<file path="src/rtl/alu_arbiter.sv">
// alu_arbiter: round-robin share of one combinational ALU between two requesters
// Ports:
//   clk, rst_n                          clock, async active-low reset
//   reqN_valid_i / reqN_ready_o         operand handshake for requester N (0/1)
//   reqN_a_i, reqN_b_i, reqN_op_i       requester N operands and operation code
//   alu_a_o, alu_b_o, alu_op_o          operands driven to the external ALU
//   alu_result_i                        combinational ALU result
//   rsp_valid_o / rsp_ready_i           response handshake
//   rsp_id_o, rsp_result_o              issuing requester and registered result
//   rsp_zero_o, rsp_err_o               result-is-zero and illegal-opcode flags
module alu_arbiter #(
  parameter int SIZEDATA = 32,
  parameter int OP       = 4
) (
  input  logic                clk,
  input  logic                rst_n,
  input  logic                req0_valid_i,
  output logic                req0_ready_o,
  input  logic [SIZEDATA-1:0] req0_a_i,
  input  logic [SIZEDATA-1:0] req0_b_i,
  input  logic [OP-1:0]       req0_op_i,
  input  logic                req1_valid_i,
  output logic                req1_ready_o,
  input  logic [SIZEDATA-1:0] req1_a_i,
  input  logic [SIZEDATA-1:0] req1_b_i,
  input  logic [OP-1:0]       req1_op_i,
  output logic [SIZEDATA-1:0] alu_a_o,
  output logic [SIZEDATA-1:0] alu_b_o,
  output logic [OP-1:0]       alu_op_o,
  input  logic [SIZEDATA-1:0] alu_result_i,
  output logic                rsp_valid_o,
  input  logic                rsp_ready_i,
  output logic                rsp_id_o,
  output logic [SIZEDATA-1:0] rsp_result_o,
  output logic                rsp_zero_o,
  output logic                rsp_err_o
);
  typedef enum logic [1:0] {IDLE, EXEC, RESP} state_t;
  state_t              state_q, state_d;
  logic [SIZEDATA-1:0] a_q, b_q, res_q, res_d;
  logic [OP-1:0]       op_q;
  logic                id_q, last_q, rid_q, zero_q, err_q;
  logic                gnt0, gnt1, legal;
  always_ff @(posedge clk or negedge rst_n)
    if (!rst_n) state_q <= IDLE;
    else        state_q <= state_d;
  always_comb begin
    state_d = state_q;
    case (state_q)
      IDLE:    state_d = (gnt0 || gnt1) ? EXEC : IDLE;
      EXEC:    state_d = RESP;
      RESP:    state_d = rsp_ready_i ? IDLE : RESP;
      default: state_d = IDLE;
    endcase
  end
  // On a tie the requester not served last wins; readys are masked during reset
  always_comb begin
    gnt0         = rst_n && state_q == IDLE && req0_valid_i && (!req1_valid_i || last_q);
    gnt1         = rst_n && state_q == IDLE && req1_valid_i && (!req0_valid_i || !last_q);
    req0_ready_o = gnt0;
    req1_ready_o = gnt1;
    rsp_valid_o  = state_q == RESP;
  end
  always_comb begin
    legal = op_q == OP'(4'b0000) || op_q == OP'(4'b0001) || op_q == OP'(4'b0010) ||
            op_q == OP'(4'b0110) || op_q == OP'(4'b0111) || op_q == OP'(4'b1100);
    res_d = legal ? alu_result_i : '0;
  end
  always_ff @(posedge clk or negedge rst_n)
    if (!rst_n) begin
      a_q    <= '0;
      b_q    <= '0;
      op_q   <= '0;
      id_q   <= 1'b0;
      last_q <= 1'b1;
      res_q  <= '0;
      rid_q  <= 1'b0;
      zero_q <= 1'b0;
      err_q  <= 1'b0;
    end else if (gnt0 || gnt1) begin
      a_q  <= gnt1 ? req1_a_i  : req0_a_i;
      b_q  <= gnt1 ? req1_b_i  : req0_b_i;
      op_q <= gnt1 ? req1_op_i : req0_op_i;
      id_q <= gnt1;
    end else if (state_q == EXEC) begin
      res_q  <= res_d;
      rid_q  <= id_q;
      zero_q <= res_d == '0;
      err_q  <= !legal;
      last_q <= id_q;
    end
  always_comb begin
    alu_a_o      = a_q;
    alu_b_o      = b_q;
    alu_op_o     = op_q;
    rsp_id_o     = rid_q;
    rsp_result_o = res_q;
    rsp_zero_o   = zero_q;
    rsp_err_o    = err_q;
  end
endmodule

</file>
<file path="config.mk">
export PLATFORM = sky130hd
export DESIGN_NAME = alu_arbiter
export DESIGN_NICKNAME = d
export VERILOG_FILES = /design/src/rtl/alu_arbiter.sv
export SDC_FILE = /design/constraint.sdc
export NUM_CORES = 1
export LEC_CHECK = 0
export ABC_AREA = 1
export CAP_MARGIN = 10
export CORE_ASPECT_RATIO = 1.1
export CORE_MARGIN = 2
export CORE_UTILIZATION = 30
export DETAILED_ROUTE_END_ITERATION = 8
export GPL_TIMING_DRIVEN = 0
export PLACE_DENSITY = 0.67
export SLEW_MARGIN = 30
export SYNTH_ARGS = -nofsm -noshare
export SYNTH_HDL_FRONTEND = slang
export SYNTH_SLANG_ARGS = --single-unit
</file>
<file path="constraint.sdc">
create_clock -name clk -period 2.4 [get_ports clk]
set_clock_uncertainty 0.05 [all_clocks]
set_input_delay 0.72 -clock clk [delete_from_list [all_inputs] [get_ports clk]]
set_output_delay 0.72 -clock clk [all_outputs]
set_load 0.01 [all_outputs]
</file>
# After elaboration in Yosys (flattened, before gate mapping)
# Index checks and enable logic that the tools add are counted.
dict set report op_classes {
  bitwise_logic 1
  n_mux 7
  reduce_logical 21
  n_eq_ne 7
}
# operator n
set ops {}
lappend ops {{2-to-1 mux 32 bit} 3}
lappend ops {{zero test 32 bit} 1}
lappend ops {{== test 4 x 3 -> 1 bit (second input constant)} 2}
lappend ops {{logical OR 1 bit} 8}
lappend ops {{case mux 2 bit (3 select lines)} 1}
lappend ops {{logical AND 1 bit} 5}
lappend ops {{== test 4 x 1 -> 1 bit (second input constant)} 1}
lappend ops {{== test 4 x 2 -> 1 bit (second input constant)} 1}
lappend ops {{== test 4 bit (second input constant)} 1}
lappend ops {{zero test 1 bit} 4}
lappend ops {{zero test 4 bit} 1}
lappend ops {{2-to-1 mux 4 bit} 1}
lappend ops {{== test 2 x 1 -> 1 bit (second input constant)} 1}
lappend ops {{== test 2 bit (second input constant)} 1}
lappend ops {{zero test 2 bit} 1}
lappend ops {{2-to-1 mux 2 bit} 1}
lappend ops {{AND reduction 2 bit} 1}
lappend ops {{2-to-1 mux 1 bit} 1}
lappend ops {{inverter 1 bit} 1}
dict set report word_totals {
  word_cells 46
  output_inout_bits 106
  ff_bits 107
}

# Logic depth before layout (Yosys ltp)
dict set report depth {
  depth_word 8
  mapped_depth 12
  ltp_nobuf 11
}

# Least setup slack after synthesis
# No wires, ideal clock.
dict set report synth_path {
  path_type {input -> output}
  start {input req0_valid_i}
  end {output req0_ready_o}
  t_required_ns 1.630
  slack_ns 0.265
  arrival_time_ns 1.365
  stages 3
  n_path_buf 1
  cell_sequence {nand4_1 > a21oi_2 > clkbuf_1}
}
dict set report synth_via {
  elab_chain_len 2
}
# item line_no
set synth_lines {}
lappend synth_lines {{start: declaration} 17} ;# input logic req0_valid_i,
lappend synth_lines {{logical AND 1 bit (2 in a row)} 58} ;# gnt0 = rst_n && state_q == IDLE && req0_valid_i && (!req1_valid_i || last_q);
lappend synth_lines {{end: declaration} 18} ;# output logic req0_ready_o,
# No other way between the ends.

# Final worst setup path
dict set report layout_path {
  start {input rst_n}
  end {output req0_ready_o}
}
dict set report layout_via {
  elab_chain_len 3
}
# item line_no
set layout_lines {}
lappend layout_lines {{start: declaration} 16} ;# input logic rst_n,
lappend layout_lines {{logical AND 1 bit (3 in a row)} 58}
# No other way between the ends.

==> metrics.cfg <==
[critical_path]
r2r_start=last_q$_DFFE_PN1P_
arrival_ns=1.54
critical_path_class=in2out
end_kind=output pin
rrSetupSlack_ns=0.33
crit_start=rst_n
required_ns=1.63
startpoint_type=input pin
critical_path.max_fanout=11

[die]
io_pins=279
die-area_um2=17410
initial_core_util_pct=30.33
die_h_um=138.2
die_w_um=126.0
core_um2=16190
std_cell_rows=49

[sta]
fin_tns_setup_ns=0
setup_viol=0
rsz0062_at_grt=false
finalCriticalPeriod_ns=2.307
tightestPinTransition_ns=0.6723
hold_viol=0
slew_viol_final=0
clock.fmax_ghz=0.4335
layout_setup_ws_ns=0.09318
relSlewSlack_pct=55.18
period_share_pct=96.12

[clocking]
clkTransAtPathRegs_ns=0.07
cts-root-buf=clkbuf_16
cts_tree=built
numCtsBuffers=9
cts.path.max_buffers=2
worstSkewPairLatency_ns=0.35
htree_levels=3
cts_hold_buffers=0
cts.sinks=107

[logic_synthesis]
yosysWarnings=0
synth.area.top_cells=dfrtp_1 54%, o22ai_1 7.4%, a21oi_1 6.9%
synth_cells=581
syn_area_per_cell_um2=8.450
synth_area_um2=4910
syn-num-nets=754
yosysUniqueCellTypes=21
yosysTopAreaCell=dfrtp_1
yosysSeqAreaShare_pct=54.56
synth_top_area_share_pct=54.03
ys_ff_latch=107

[global_routing]
antenna_found_initial=0
grt-ovfl-total=0
grt_pass1_wl_mm=28.75
grt_use_total_pct=21.02
grt_max_degree=36
grt_pass1_vias=5285

[finish]
fin_nets=1054
diodes=0
area_growth_pct=72.68
drive_above_1_share_pct=7.223
nFillCells=1536

[route]
vias=5147
wl_met1_mm=7.699
dr.first_iter.drc_count=239
wl_met3_mm=1.546
wl_met2_mm=8.970
avgRoutedWirePerCell_um=17.13
drc=0
wl_mm=18.67
drtPass1Iterations=4
top_layer_used=met4
vias_per_cell=4.722
antenna_left=0

[power]
p_leak_uw=0.003884
power_uw=9824
power_frac_comb_pct=52.3
p_switching_uw=3648
pwr_density_cell_nw_per_um2=1159
switching_share_pct=37.13
clkPwrFrac_pct=15.2
p_int_uw=6176
ir_drop_v=0.0005124
sequentialPowerShare_pct=32.5

[outcome]
outcome=complete, no violations

[worst_hold_path]
hp-class=in2async

[placed_design]
dp_slack_ns=-1.503
io_buffers=278
place_congestion=0.8227
post-dp-hpwl_mm=13.43

[flow_run]
max_cap_violations=0

final cells by class:
type	count	area [um^2]	share of cell area [%]
Timing Repair Buffer	289	2989	35.26
Sequential cell	107	2679	31.60
Multi-Input combinational cell	355	1768	20.85
Inverter	80	300.3	3.542
Tap cell	204	255.2	3.011
Clock buffer	12	236.5	2.789
Buffer	39	198.9	2.347
Clock inverter	4	51.30	0.6051
worst max-delay path, cell delays in order:
cell and delay [ns]:
buf_16 0.13, buf_16 0.12, nand4_1 0.14, a21oi_4 0.18, clkbuf_8 0.16, buf_6 0.09
layer usage:
layer	track usage [%]	vias up
met4	7.634	0
met1	25.97	2384
met5	0	-
li1	-	2518
met2	35.12	216
met3	5.844	29
logic make-up after synthesis:
group / Yosys count / synth area share, %
and+or+nand+nor: 198 / 16.23
AOI/OAI and AO/OA: 157 / 19.44
buffers and inverters: 119 / 9.760
DFF: 107 / 54.56
worst paths after layout:
check | to | cells past startpoint
worst min-delay path | rsp_result_o[15]$_DFFE_PN0P_ | 1
min in group clk | rsp_result_o[26]$_DFFE_PN0P_ | 2
worst max-delay path | req0_ready_o | 6
worst min register to register | rsp_result_o[26]$_DFFE_PN0P_ | 2
max in group asynchronous | last_q$_DFFE_PN1P_ | 3
worst max register to register | alu_b_o[4]$_DFFE_PN0P_ | 8
per-stage QoR:
| stage | instance area (um^2) | util, % | hold slack (ns) | std cells |
|---|---|---|---|---|
| after floorplan | 4910 | - | 0.3744 | 581 |
| after global placement | 7948 | 49.10 | 0.4113 | 1063 |
| after detailed placement | 7980 | 49.30 | 0.4143 | 1064 |
| after CTS | 8446 | 52.18 | 0.1287 | 1088 |
| after global routing | 8478 | 52.38 | 0.1055 | 1090 |
| final | 8478 | 52.38 | 0.1160 | 1090 |
power by group through the flow:
stage                     clock, uW  sequential (uW)  combinational (uW)
after CTS                      1550             3200                5180
after detailed placement          0             3220                5090
after global placement            0             3190                5050
after floorplan                   0             3610                1920
final                          1490             3190                5140
after global routing           1600             3300                5580
placed cells by master (no fill, tap or decap):
cell	count
clkinv_2	1
nor2_4	1
or2_1	1
nand4_1	1
bufinv_16	1
nand3_1	35
a21oi_1	68
dlygate4sd2_1	2
buf_2	15
o21ai_2	1
nor2_2	1
dfrtp_1	106
buf_6	3
a21oi_4	1
nor2_1	74
bufbuf_16	3
dfstp_2	1
buf_4	6
buf_16	2
o21ai_0	12
clkbuf_8	2
clkbuf_16	10
o22ai_1	58
inv_1	76
nand2_1	85
clkinv_4	1
clkbuf_1	24
o22ai_2	10
inv_2	4
clkdlybuf4s50_1	273
clkinvlp_4	1
o31ai_1	1
o211ai_1	6
cells in the mapped netlist, drive strengths merged:
cell type and n:
a21oi 69, buf 16, clkbuf 23, dfrtp 106, dfstp 1, inv 80, nand2 85, nand3 35
nand4 1, nor2 76, o211ai 6, o21ai 13, o22ai 68, o31ai 1, or2 1
sequential cells by signal, indices dropped and copies added, names as in the netlist:
signal,cells
rsp_id_o,1
alu_op_o,4
state_q,2
last_q,1
rsp_err_o,1
rsp_result_o,32
id_q,1
alu_b_o,32
alu_a_o,32
rsp_zero_o,1
what timing repair did:
action	in CTS	in global routing
pin swaps	3	0
gates cloned	3	1
resized for setup	22	0
buffers inserted	5	1
setup endpoints to repair	72	1
(Power assumes the default switching activity.)
